**src/rtl/seven_segment_mux_n.sv**
```systemverilog
// Time-multiplexed common-anode 7-segment driver for NUM_DIGITS hex digits with
// dead-time blanking, PWM brightness, leading-zero suppression and per-frame snapshot.
module seven_segment_mux_n #(
  parameter int NUM_DIGITS   = 4,
  parameter int DIGIT_CYCLES = 256,
  parameter int BLANK_CYCLES = 16,
  parameter int BRIGHT_W     = 3
) (
  input  logic                      clk,
  input  logic                      rst,
  input  logic [4*NUM_DIGITS-1:0]   value,
  input  logic [NUM_DIGITS-1:0]     dp_in,
  input  logic                      blank_lz,
  input  logic [BRIGHT_W-1:0]       brightness,
  output logic [6:0]                segs,
  output logic                      dp,
  output logic [NUM_DIGITS-1:0]     sel,
  output logic                      frame_start
);

  localparam int CNT_W = (DIGIT_CYCLES > 1) ? $clog2(DIGIT_CYCLES) : 1;
  localparam int D_W   = (NUM_DIGITS > 1) ? $clog2(NUM_DIGITS) : 1;
  localparam logic [CNT_W-1:0] CNT_LAST = CNT_W'(DIGIT_CYCLES - 1);
  localparam logic [D_W-1:0]   D_LAST   = D_W'(NUM_DIGITS - 1);

  function automatic logic [6:0] hex7(input logic [3:0] n);
    case (n)
      4'h0: return 7'b1000000;
      4'h1: return 7'b1111001;
      4'h2: return 7'b0100100;
      4'h3: return 7'b0110000;
      4'h4: return 7'b0011001;
      4'h5: return 7'b0010010;
      4'h6: return 7'b0000010;
      4'h7: return 7'b1111000;
      4'h8: return 7'b0000000;
      4'h9: return 7'b0010000;
      4'hA: return 7'b0001000;
      4'hB: return 7'b0000011;
      4'hC: return 7'b1000110;
      4'hD: return 7'b0100001;
      4'hE: return 7'b0000110;
      default: return 7'b0001110;
    endcase
  endfunction

  // Lit length after the dead time; all-ones brightness gives the full remainder of the slot.
  function automatic logic [31:0] active_len(input logic [BRIGHT_W-1:0] b);
    return (32'(DIGIT_CYCLES - BLANK_CYCLES) * (32'(b) + 32'd1)) >> BRIGHT_W;
  endfunction

  logic [CNT_W-1:0]        r_cnt;
  logic [D_W-1:0]          r_d;
  logic                    r_run;
  logic                    r_frame_start;
  logic [4*NUM_DIGITS-1:0] r_value_sh;
  logic [NUM_DIGITS-1:0]   r_dp_sh;
  logic                    r_blz_sh;
  logic [BRIGHT_W-1:0]     r_bright_sh;

  logic                    w_wrap;
  logic [3:0]              w_nib;
  logic                    w_dp_bit;
  logic                    w_run_z;
  logic                    w_dig_zero;
  logic                    w_suppress;
  logic [31:0]             w_cnt32;
  logic                    w_lit;

  assign w_wrap = (r_cnt == CNT_LAST) && (r_d == D_LAST);

  // r_run keeps every output dark while reset is held, whatever BLANK_CYCLES is.
  always_ff @(posedge clk) begin
    if (!rst) begin
      r_cnt         <= '0;
      r_d           <= '0;
      r_run         <= 1'b0;
      r_frame_start <= 1'b0;
      r_value_sh    <= '0;
      r_dp_sh       <= '0;
      r_blz_sh      <= 1'b0;
      r_bright_sh   <= '0;
    end else begin
      r_run         <= 1'b1;
      r_frame_start <= w_wrap;
      if (r_cnt == CNT_LAST) begin
        r_cnt <= '0;
        r_d   <= (r_d == D_LAST) ? '0 : r_d + 1'b1;
      end else begin
        r_cnt <= r_cnt + 1'b1;
      end
      if (w_wrap) begin
        r_value_sh  <= value;
        r_dp_sh     <= dp_in;
        r_blz_sh    <= blank_lz;
        r_bright_sh <= brightness;
      end
    end
  end

  // Walk from the most significant digit down, tracking whether everything so far is blank.
  always_comb begin
    w_nib      = '0;
    w_dp_bit   = 1'b0;
    w_run_z    = 1'b1;
    w_dig_zero = 1'b0;
    for (int k = NUM_DIGITS - 1; k >= 0; k--) begin
      w_run_z = w_run_z && (r_value_sh[4*k +: 4] == 4'd0) && !r_dp_sh[k];
      if (r_d == D_W'(k)) begin
        w_nib      = r_value_sh[4*k +: 4];
        w_dp_bit   = r_dp_sh[k];
        w_dig_zero = w_run_z;
      end
    end
    w_suppress = r_blz_sh && (r_d != '0) && w_dig_zero;
    w_cnt32    = 32'(r_cnt);
    w_lit      = r_run && !w_suppress && (w_cnt32 >= 32'(BLANK_CYCLES)) &&
                 ((w_cnt32 - 32'(BLANK_CYCLES)) < active_len(r_bright_sh));
  end

  always_comb begin
    sel  = '1;
    segs = 7'h7F;
    dp   = 1'b1;
    if (w_lit) begin
      for (int k = 0; k < NUM_DIGITS; k++) begin
        sel[k] = (r_d != D_W'(k));
      end
      segs = hex7(w_nib);
      dp   = !w_dp_bit;
    end
  end

  assign frame_start = r_frame_start;

endmodule

```
**config.mk**
```make
export PLATFORM = sky130hd
export DESIGN_NAME = seven_segment_mux_n
export DESIGN_NICKNAME = d
export VERILOG_FILES = /design/src/rtl/seven_segment_mux_n.sv
export SDC_FILE = /design/constraint.sdc
export NUM_CORES = 1
export LEC_CHECK = 0
export BUFFER_PORTS_ARGS = -buffer_cell sky130_fd_sc_hd__buf_2
export CAP_MARGIN = 5
export CORE_MARGIN = 3
export CORE_UTILIZATION = 35
export DETAILED_ROUTE_END_ITERATION = 10
export PLACE_DENSITY_LB_ADDON = 0.25
export SYNTH_ARGS = -nofsm -noshare
export SYNTH_HDL_FRONTEND = slang
export SYNTH_SLANG_ARGS = --single-unit
```
**constraint.sdc**
```tcl
create_clock -name clk -period 5.8 [get_ports clk]
set_clock_uncertainty 0.15 [all_clocks]
set_input_delay 1.16 -clock clk [delete_from_list [all_inputs] [get_ports clk]]
set_output_delay 1.16 -clock clk [all_outputs]
set_load 0.005 [all_outputs]
```
==> flow_summary_export.csv, run 1 <==
group,metric,value,unit
status,status,"completed",
critical_path,r2r-start,"r_cnt[1]$_SDFF_PP0_",
routing,routed_wl,5820,um
final_layout,area_growth,15.2,%
critical_path,reg2reg_setup_slack,3.35,ns
routing,drt-pass1-iter-count,4,
global_routing,grt_pass1_vias,2190,
yosys,synth_edf_count,0,
clock_tree,h-tree-depth,2,
critical_path,cp_cell_sequence,"ha_4, xor2_2, inv_1, fa_1, inv_1, fa_2, fa_1, xor2_1, ha_1, a21oi_1, nor2b_1, o31a_1, o22ai_2, buf_6, nand4b_1, buf_2",
critical_path,crit_path_max_fanout,6,
clock_tree,root_buffer,"clkbuf_8",
final_layout,post-route-util,0.428,
timing,tightest_slew,1.04,ns
floorplan,boundaryPins,39,
critical_path,ff2ff_path_depth,6,
timing,fmax,0.180,GHz
global_routing,overflow,0,
critical_path,critPathKind,"reg -> out",
clock_tree,hold_buffers,0,
timing,fin_tns_setup,0,ns
global_routing,gr-usage-all-layers,0.143,
critical_path,reg2reg_to,"r_value_sh[0]$_SDFFE_PN0P_",
global_routing,grt_antenna_before_repair,0,
clock_tree,cts_tree,"done",
critical_path,critPathBufInv,4,
critical_path,worstPathRequired,4.49,ns
timing,grt_setup_unrepaired,"yes",
floorplan,dieArea,0.00847,mm^2
pwr,power_density,150,mW/mm^2
critical_path,critPathTopFamily,"adder cells",
clock_tree,clkTransAtPathRegs,0.08,ns
pwr,power.leakage,1.20,nW
clock_tree,numCtsBuffers,5,
yosys,synthFlopType,"dfxtp_1",
floorplan,core-area,0.00698,mm^2
hold_path,hold_depth,1,
timing,setup_ws,0.234,ns
yosys,synth_nets,385,
clock_tree,clkSinkCount,36,
placement,place_congestion,0.866,
timing,layout_worst_path_cycle_share,0.960,
critical_path,startpoint_type,"flop",
routing,drt-initial-drc-count,121,
final_layout,drive_gt1_frac,0.165,
placement,post-place-ws,0.163,ns
routing,vias_per_cell,5.00,
timing,whs,0.325,ns
yosys,syn_area,0.00259,mm^2
timing,post-route-min-period,5.57,ns
critical_path,endpoint_kind,"output pin",
yosys,ys_ff_latch,36,
final_layout,fin_nets,416,
yosys,synth_cells,325,
yosys,synth.avg_cell_area,7.97,um^2
routing,vias,2266,
placement,dpl.hpwl,4480,um
timing,slew_viol_final,0,
final_layout,final_cells,453,
placement,port_buffers,38,
timing,max_slew_margin,0.302,
yosys,ys_warn_count,0,
pwr,ir_worst_vdd,89.9,uV
placement,dp.cells,445,
hold_path,min_from,"r_cnt[0]$_SDFF_PP0_",
clock_tree,clockBufferDepth,2,
floorplan,start_util,0.371,
routing,wl_per_cell,12.8,um
yosys,ys_seq_area_frac,0.278,
global_routing,grt_max_degree,32,
floorplan,rows,30,
yosys,synthArstFlopShare,0,
critical_path,cpPeakStageDelay,0.54,ns
yosys,synth_cell_types,46,
floorplan,die_w,92.0,um
hold_path,hold_path.class,"reg -> reg",
routing,drc_errors,0,
timing,finalSetupViolCount,0,
critical_path,cp.arrival,4.26,ns
timing,finalHoldViolations,0,
final_layout,antenna_cells,0,
critical_path,crit_slowest_cell,"fa_1",
routing,ant_nets,0,
global_routing,grt_pass1_wl,10000,um
job,drv_cap,0,
floorplan,dieHeight,92.0,um
clock_tree,worstSkewPairLatency,0.29,ns
clock_tree,post_cts_buffers,0,
hold_path,worstHoldEndpoint,"r_cnt[0]$_SDFF_PP0_",
-- per-stage QoR --
step | area [um^2] | power [mW]
floorplan | 2590 | 0.264
global placement | 2850 | 0.274
finish | 2990 | 0.447
global route | 2990 | 0.465
detailed placement | 2850 | 0.274
CTS | 2950 | 0.453
-- repair_timing --
| item | CTS | global route |
|---|---|---|
| setup endpoints to repair | 12 | 12 |
| gates resized for setup | 4 | 7 |
| endpoints found under the hold margin | 0 | 0 |
| cloned | 0 | 0 |
| pin swaps | 0 | 2 |
-- placed cells by master, fill, tap and decap left out, drive strengths merged, types with 3 or more instances in the layout --
cell type,count
nand2,58
clkinv,3
inv,27
nor2b,8
a21oi,14
buf,40
a21o,3
nand3,17
xnor2,3
and2,8
nand4,6
dfxtp,36
nor2,11
nor3,4
a21boi,24
nand3b,4
or4,3
o22ai,3
clkbuf,5
ha,30
xor2,8
fa,4
o21ai,6
and3,4
-- area by class of cell --
cell class                      count  area (um^2)
Clock buffer                        5         68.8
Clock inverter                      3         18.8
Fill cell                         730         4000
Inverter                           27          101
Multi-Input combinational cell    246         1740
Sequential cell                    36          728
Tap cell                           96          120
Timing Repair Buffer               40          209
-- state kept, by name (all words and copies together), names as in the netlist --
| signal | flops |
|---|---|
| frame_start | 1 |
| r_blz_sh | 1 |
| r_bright_sh | 3 |
| r_cnt | 8 |
| r_d | 2 |
| r_dp_sh | 4 |
| r_run | 1 |
| r_value_sh | 16 |
-- cells in the mapped netlist (3+ instances only) --
cell	n	area [um^2]
a21oi_1	14	70.1
o22ai_1	3	18.8
buf_2	3	15.0
nand2_1	58	218
inv_1	27	101
fa_1	4	80.1
or4_1	3	22.5
a21boi_0	23	173
nand4_1	6	37.5
nor3_1	4	20.0
and2_1	8	50.1
nand3b_1	4	30.0
xor2_1	8	70.1
clkbuf_1	12	45.0
o21ai_0	5	25.0
nand3_1	17	85.1
a21o_1	3	22.5
ha_1	30	375
nor2b_1	8	50.1
nor2_1	11	41.3
xnor2_1	3	26.3
dfxtp_1	36	721
and3_1	4	25.0
-- metal layers --
| layer | global-route usage | vias to the layer above | part of all wire |
|---|---|---|---|
| li1 | - | 1174 | - |
| met1 | 0.195 | 1039 | 0.49 |
| met2 | 0.234 | 45 | 0.45 |
| met3 | 0.0221 | 8 | 0.041 |
| met4 | 0.0421 | 0 | 0.012 |
| met5 | 0 | - | 0 |
-- logic make-up after synthesis --
| kind of cell | count (synthesis) | synth area share |
|---|---|---|
| AND/OR/NAND/NOR | 129 | 0.240 |
| AO/OA/AOI/OAI | 68 | 0.182 |
| buffers and inverters | 43 | 0.0666 |
| flip-flops | 36 | 0.278 |
| adder cells (fa/ha/maj) | 34 | 0.176 |
| XOR/XNOR | 11 | 0.0372 |
| multiplexers | 4 | 0.0208 |
-- power breakdown --
| part | internal, mW | total [mW] | switching (mW) | leakage (nW) |
|---|---|---|---|---|
| logic | 0.00983 | 0.0170 | 0.00714 | 0.862 |
| clock network | 0.0838 | 0.180 | 0.0963 | 0.0479 |
| registers | 0.248 | 0.250 | 0.00232 | 0.292 |
-- worst max-delay path by stage --
stage	depth (start not counted)	from	endpoint	slack, ns
floorplan	15	r_bright_sh[0]$_SDFFE_PN0P_	segs[1]	0.49
detailed placement	16	r_bright_sh[0]$_SDFFE_PN0P_	segs[5]	0.16
CTS	16	r_bright_sh[0]$_SDFFE_PN0P_	segs[5]	0.01
finish	16	r_bright_sh[0]$_SDFFE_PN0P_	segs[5]	0.23
global placement	16	r_bright_sh[0]$_SDFFE_PN0P_	segs[5]	0.31
global route	16	r_bright_sh[0]$_SDFFE_PN0P_	sel[2]	0.005
Power figures use the tool's default switching activity.
==> run 2, diff against run 1 <==
--- a/config.mk
+++ b/config.mk
@@ -9,6 +9,7 @@
 export CAP_MARGIN = 5
 export CORE_MARGIN = 3
-export CORE_UTILIZATION = 35
+export CORE_UTILIZATION = 57
 export DETAILED_ROUTE_END_ITERATION = 10
+export GPL_TIMING_DRIVEN = 0
 export PLACE_DENSITY_LB_ADDON = 0.25
 export SYNTH_ARGS = -nofsm -noshare
==> constraint.sdc (replaced) <==
create_clock -name clk -period 5.8 [get_ports clk]
set_clock_uncertainty 0.15 [all_clocks]
set_input_delay 1.16 -clock clk [delete_from_list [all_inputs] [get_ports clk]]
set_output_delay 1.16 -clock clk [all_outputs]
set_load 0.1 [all_outputs]
==> flow_summary_export.csv, run 2 (synthesized netlist as in run 1, its figures left out) <==
group,metric,value,unit
final_layout,drive_gt1_frac,0.177,
routing,drt-pass1-iter-count,4,
routing,drt-initial-drc-count,184,
critical_path,reg2reg_to,"r_dp_sh[3]$_SDFFE_PN0P_",
placement,dp.cells,413,
timing,fmax,0.178,GHz
pwr,ir_worst_vdd,142,uV
final_layout,antenna_cells,0,
routing,routed_wl,6110,um
timing,finalHoldViolations,0,
critical_path,worstPathRequired,4.49,ns
floorplan,start_util,0.617,
clock_tree,clockBufferDepth,2,
global_routing,gr-usage-all-layers,0.234,
timing,grt_setup_unrepaired,"no",
timing,layout_worst_path_cycle_share,0.971,
global_routing,grt_pass1_wl,9960,um
critical_path,cpPeakStageDelay,0.54,ns
critical_path,reg2reg_setup_slack,3.51,ns
final_layout,reg_top3,"r_value_sh: 16 flops, r_cnt: 8 flops, r_dp_sh: 4 flops",
final_layout,area_growth,19.2,%
clock_tree,cts_tree,"done",
critical_path,cp_cell_sequence,"ha_4, xor2_2, inv_1, fa_1, inv_1, fa_2, fa_2, xor2_1, ha_1, a21oi_1, nor2b_1, o31a_1, o22ai_2, clkbuf_8, nand3_1, buf_6",
global_routing,gr-usage-met2,0.371,
floorplan,dieArea,0.00539,mm^2
status,status,"completed",
critical_path,startpoint_type,"flop",
critical_path,r2r-start,"r_cnt[1]$_SDFF_PP0_",
final_layout,final_cells,423,
global_routing,met3_usage,0.0397,
placement,port_buffers,38,
routing,vias,2408,
routing,ant_nets,0,
routing,drc_errors,0,
timing,max_slew_margin,0.650,
clock_tree,clkSinkCount,36,
job,drv_cap,0,
final_layout,n_fill_cell,329,
clock_tree,numCtsBuffers,5,
timing,slew_viol_final,0,
critical_path,critPathKind,"reg -> out",
timing,finalSetupViolCount,0,
placement,postPlaceCellArea,0.00288,mm^2
hold_path,hold_path.class,"reg -> reg",
final_layout,final_area,0.00309,mm^2
clock_tree,h-tree-depth,2,
critical_path,crit_path_max_fanout,5,
critical_path,crit_slowest_cell,"fa_1",
pwr,power_density,149,mW/mm^2
floorplan,core-area,0.00420,mm^2
global_routing,grt_busiest_layer,"met2",
floorplan,die_w,73.4,um
critical_path,cp-endpoint,"sel[2]",
clock_tree,hold_buffers,0,
critical_path,cp.arrival,4.32,ns
global_routing,grt_antenna_before_repair,0,
timing,post-route-min-period,5.63,ns
routing,wl_per_cell,14.4,um
routing,vias_per_cell,5.69,
final_layout,regMostFlops,"r_value_sh",
critical_path,startpoint,"r_bright_sh[1]$_SDFFE_PN0P_",
floorplan,dieHeight,73.4,um
final_layout,final_common_cell,"nand2_1",
timing,tightest_slew,0.526,ns
final_layout,fin_nets,433,
timing,fin_tns_setup,0,ns
global_routing,grt_max_degree,11,
pwr,power.leakage,1.29,nW
floorplan,boundaryPins,39,
final_layout,post-route-util,0.735,
critical_path,endpoint_kind,"output pin",
final_layout,multi_input_area,0.00175,mm^2
clock_tree,clkTransAtPathRegs,0.07,ns
global_routing,gr-usage-met1,0.323,
global_routing,grt_pass1_vias,2192,
clock_tree,root_buffer,"clkbuf_8",
critical_path,ff2ff_path_depth,8,
final_layout,largest_reg_flops,16,
global_routing,overflow,0,
final_layout,regArea,728,um^2
clock_tree,worstSkewPairLatency,0.29,ns
final_layout,final_cell_mix,"nand2_1 (58), dfxtp_1 (34), buf_2 (31)",
placement,dpl.hpwl,4590,um
floorplan,rows,23,
placement,place_congestion,0.912,
run 2: cell types whose count changed in the layout (fill, tap and decap cells not counted), moves of 2 or more:
cell	before	now
buf_2	38	31
buf_4	1	5
buf_6	1	7
clkbuf_1	0	11
clkbuf_8	5	8
clkinv_2	2	0
run 2: report_power, final:
part	total (mW)	internal, mW	switching (mW)
Sequential	0.251	0.248	0.00228
Clock	0.192	0.106	0.0862
Combinational	0.0179	0.0102	0.00766
run 2: layout make-up:
cell class | instances | share of cell area
plain buffers | 16 | 0.0263
clock buffers | 7 | 0.0312
inverters | 27 | 0.0328
multi-input cells | 246 | 0.565
flip-flops and latches | 36 | 0.236
well taps | 50 | 0.0203
repair buffers | 41 | 0.0883
run 2: worst min-delay path by stage:
stage / to / cells after the start / slack, ns / from
2_1_floorplan: r_cnt[0]$_SDFF_PP0_ / 1 / 0.28 / r_cnt[0]$_SDFF_PP0_
3_3_place_gp: r_cnt[0]$_SDFF_PP0_ / 1 / 0.29 / r_cnt[0]$_SDFF_PP0_
3_5_place_dp: r_cnt[0]$_SDFF_PP0_ / 1 / 0.30 / r_cnt[0]$_SDFF_PP0_
4_1_cts: r_cnt[0]$_SDFF_PP0_ / 1 / 0.32 / r_cnt[0]$_SDFF_PP0_
5_1_grt: r_cnt[0]$_SDFF_PP0_ / 1 / 0.34 / r_cnt[0]$_SDFF_PP0_
6_report: r_cnt[0]$_SDFF_PP0_ / 1 / 0.31 / r_cnt[0]$_SDFF_PP0_
run 2: metal layers:
layer / vias up / part of all wire
met5: - / 0
met1: 1111 / 0.47
met2: 80 / 0.46
met3: 8 / 0.055
met4: 0 / 0.015
li1: 1209 / -
run 2: critical path, delay by kind of cell (launching register included):
| kind | cells | cell delay [ns] |
|---|---|---|
| and+or+nand+nor | 2 | 0.17 |
| adders and majority gates | 5 | 1.86 |
| xor gates and xnor gates | 2 | 0.33 |
| AOI/OAI and AO/OA | 3 | 0.67 |
| DFF | 1 | 0.40 |
| buffers and inverters | 4 | 0.60 |
run 2: what timing repair did:
item | in CTS | in global routing
resized for setup | 19 | 8
endpoints found under the setup margin | 11 | 12
cloned | 1 | 0
pin swaps | 1 | 2
setup buffers | 0 | 2
run 2: per-stage QoR:
stage / hold slack, ns / total power [mW] / setup slack (ns)
after floorplan: 0.276 / 0.264 / 0.00279
after global placement: 0.289 / 0.275 / 0.209
after detailed placement: 0.300 / 0.275 / 0.121
after CTS: 0.317 / 0.460 / 0.0207
after global routing: 0.343 / 0.476 / 0.0142
final: 0.313 / 0.460 / 0.170
==> run 3, diff against run 2 <==
Settings changed: ABC_AREA from default to 1, CORE_UTILIZATION 57 to 52.
Clock period 5.8 ns to 4.91 ns, I/O delays scaled along.
==> flow_summary_export.csv, run 3 <==
group,metric,value,unit
yosys,synth_compound_area_frac,0.105,
timing,setup_ws,-0.486,ns
yosys,synth_edf_count,0,
routing,drt-pass1-iter-count,4,
pwr,power.leakage,1.71,nW
critical_path,ff2ff_path_depth,12,
yosys,synth.avg_cell_area,7.03,um^2
timing,whs,0.318,ns
critical_path,critPathTopFamily,"adder cells",
final_layout,final_cell_mix,"nand2_1 (100), inv_1 (54), dfxtp_1 (33)",
yosys,synth_cell_types,28,
clock_tree,clockBufferDepth,2,
placement,port_buffers,38,
clock_tree,cts_tree,"done",
yosys,synthFlopType,"dfxtp_1",
critical_path,r2r-start,"r_cnt[1]$_SDFF_PP0_",
clock_tree,clkSinkCount,36,
routing,vias,2563,
yosys,synth_nets,436,
final_layout,regMostFlops,"r_value_sh",
clock_tree,root_buffer,"clkbuf_8",
critical_path,critPathKind,"reg -> out",
floorplan,start_util,0.549,
timing,post-route-min-period,5.40,ns
final_layout,final_cells,503,
global_routing,grt_pass1_vias,2581,
critical_path,startpoint,"r_bright_sh[0]$_SDFFE_PN0P_",
yosys,synth_top_family_by_area,"simple AND/OR/NAND/NOR gates",
global_routing,grt_max_degree,13,
routing,routed_wl,6490,um
final_layout,drive_gt1_frac,0.273,
yosys,synth_mux_area_frac,0,
floorplan,die_w,77.3,um
critical_path,critPathBufInv,6,
floorplan,dieArea,0.00598,mm^2
timing,fmax,0.185,GHz
timing,max_slew_margin,0.646,
timing,tightest_slew,0.531,ns
floorplan,boundaryPins,39,
global_routing,overflow,0,
clock_tree,numCtsBuffers,5,
critical_path,startpoint_type,"flop",
critical_path,endpoint_kind,"output pin",
timing,slew_viol_final,0,
yosys,synth_top_area_cell,"dfxtp_1",
floorplan,dieHeight,77.3,um
final_layout,area_growth,35.1,%
yosys,synth_common_cells,"nand2_1 (101), inv_1 (56), nand3_1 (40)",
final_layout,antenna_cells,0,
pwr,power_frac_clock,0.450,
critical_path,reg2reg_setup_slack,3.07,ns
critical_path,crit_slowest_cell,"fa_1",
pwr,comb_power_share,0.039,
pwr,p_int,0.454,mW
routing,drc_errors,0,
timing,finalHoldViolations,0,
pwr,netSwitchingPower,0.124,mW
hold_path,worstHoldEndpoint,"r_cnt[0]$_SDFF_PP0_",
critical_path,crit_path_max_fanout,5,
final_layout,reg_top3,"r_value_sh: 16 flops, r_cnt: 8 flops, r_dp_sh: 4 flops",
yosys,synth_area_leaders,"dfxtp_1 (27%), nand2_1 (14%), ha_1 (14%)",
yosys,synth_cells,376,
yosys,synth_most_common_cell,"nand2_1",
pwr,power_density,162,mW/mm^2
routing,vias_per_cell,5.10,
placement,place_congestion,0.869,
critical_path,cp.arrival,4.26,ns
clock_tree,hold_buffers,0,
timing,layout_worst_path_cycle_share,1.10,
floorplan,rows,25,
pwr,switching_share,0.214,
critical_path,cp_cell_sequence,"inv_4, ha_4, inv_4, fa_1, inv_1, fa_2, fa_2, o21ai_2, a21oi_1, xor2_1, ha_1, buf_4, a21oi_2, o211ai_1, nand3_2, clkbuf_16, nand3_4, buf_12",
pwr,seqPwrFrac,0.511,
status,status,"finished, violations left",
routing,drt-initial-drc-count,161,
routing,ant_nets,0,
pwr,ir_worst_vdd,197,uV
global_routing,grt_pass1_wl,11400,um
final_layout,largest_reg_flops,16,
job,drv_cap,0,
yosys,synth_fa_ha_area_frac,0.172,
global_routing,grt_antenna_before_repair,0,
routing,wl_per_cell,12.9,um
final_layout,fin_nets,495,
status,violations,"setup timing",
yosys,yosysTopAreaCellShare,0.272,
yosys,ys_ff_latch,36,
yosys,synth-xor-area-share,0.0232,
yosys,ys_warn_count,0,
yosys,synthArstFlopShare,0,
yosys,ys_seq_area_frac,0.272,
clock_tree,worstSkewPairLatency,0.29,ns
critical_path,cpPeakStageDelay,0.56,ns
hold_path,hold_depth,1,
critical_path,reg2reg_to,"r_value_sh[13]$_SDFFE_PN0P_",
timing,finalSetupViolCount,12,
floorplan,core-area,0.00482,mm^2
yosys,syn_area,0.00265,mm^2
critical_path,worstPathRequired,3.78,ns
final_layout,final_common_cell,"nand2_1",
yosys,synthSimpleGateAreaFrac,0.316,
timing,grt_setup_unrepaired,"yes",
clock_tree,clkTransAtPathRegs,0.07,ns
clock_tree,h-tree-depth,2,
hold_path,hold_path.class,"reg -> reg",
placement,dpl.hpwl,4650,um
placement,dp.cells,481,
hold_path,min_from,"r_cnt[0]$_SDFF_PP0_",
global_routing,gr-usage-all-layers,0.234,
## run 3: changes by cell type in the layout (fill, tap and decap cells not counted), sizes merged, moves of 8 or more
| cell | before | now |
|---|---|---|
| a21boi | 24 | 0 |
| and2 | 8 | 0 |
| buf | 44 | 59 |
| clkbuf | 20 | 7 |
| inv | 27 | 59 |
| nand2 | 58 | 106 |
| nand3 | 17 | 41 |
| nor2 | 11 | 33 |
| nor2b | 8 | 0 |
| o21ai | 6 | 23 |
## run 3: kinds of logic (layout without fill, tap and decap cells)
family / count (synthesis) / in the layout
and+or+nand+nor: 187 / 187
adders and majority gates: 34 / 34
buffers and inverters: 68 / 128
DFF: 36 / 36
AOI/OAI and AO/OA: 44 / 44
xor gates and xnor gates: 7 / 7
## run 3: power by group through the flow
stage	Sequential [mW]	Combinational (mW)	Clock (mW)
5_1_grt	0.295	0.0257	0.280
6_report	0.295	0.0226	0.260
2_1_floorplan	0.302	0.00925	0
3_3_place_gp	0.303	0.0218	0
4_1_cts	0.295	0.0224	0.265
3_5_place_dp	0.303	0.0223	0
## run 3: worst max-delay path by stage
stage	to	slack, ns	cells after the start
global placement	sel[3]	-0.53	19
global route	segs[5]	-0.64	19
detailed placement	sel[3]	-0.57	19
finish	sel[2]	-0.49	18
floorplan	segs[5]	0.01	18
CTS	sel[3]	-0.40	18
## run 3: metal layers
metal	routed length [um]	GRT usage
met5	0	0
met4	229	0.107
met3	303	0.0469
met2	3110	0.388
met1	2850	0.292
## run 3: metrics by stage
stage          power [mW]  setup TNS, ns  worst slack [ns]  cell area (um^2)   util
2_1_floorplan       0.312              0            0.0123              2810      -
3_3_place_gp        0.325          -5.84            -0.527              3090  0.641
3_5_place_dp        0.325          -6.31            -0.568              3090  0.641
4_1_cts             0.582          -4.63            -0.397              3560  0.738
5_1_grt             0.601          -7.32            -0.637              3570  0.742
6_report            0.577          -5.55            -0.486              3570  0.742
## run 3: area by class of cell
type | instances | area, um^2
multi-input combinational | 272 | 1840
clock buffer | 5 | 68.8
tap | 67 | 83.8
sequential | 36 | 729
timing repair buffer | 52 | 493
clock inverter | 3 | 42.5
inverter | 59 | 226
fill | 380 | 1240
buffer | 9 | 87.6
## run 3: what timing repair did
| item | in CTS | in global routing |
|---|---|---|
| endpoints found under the setup margin | 12 | 12 |
| gates cloned | 1 | 0 |
| gates resized for setup | 63 | 5 |
| pin swaps | 5 | 6 |
| buffers inserted | 12 | 1 |
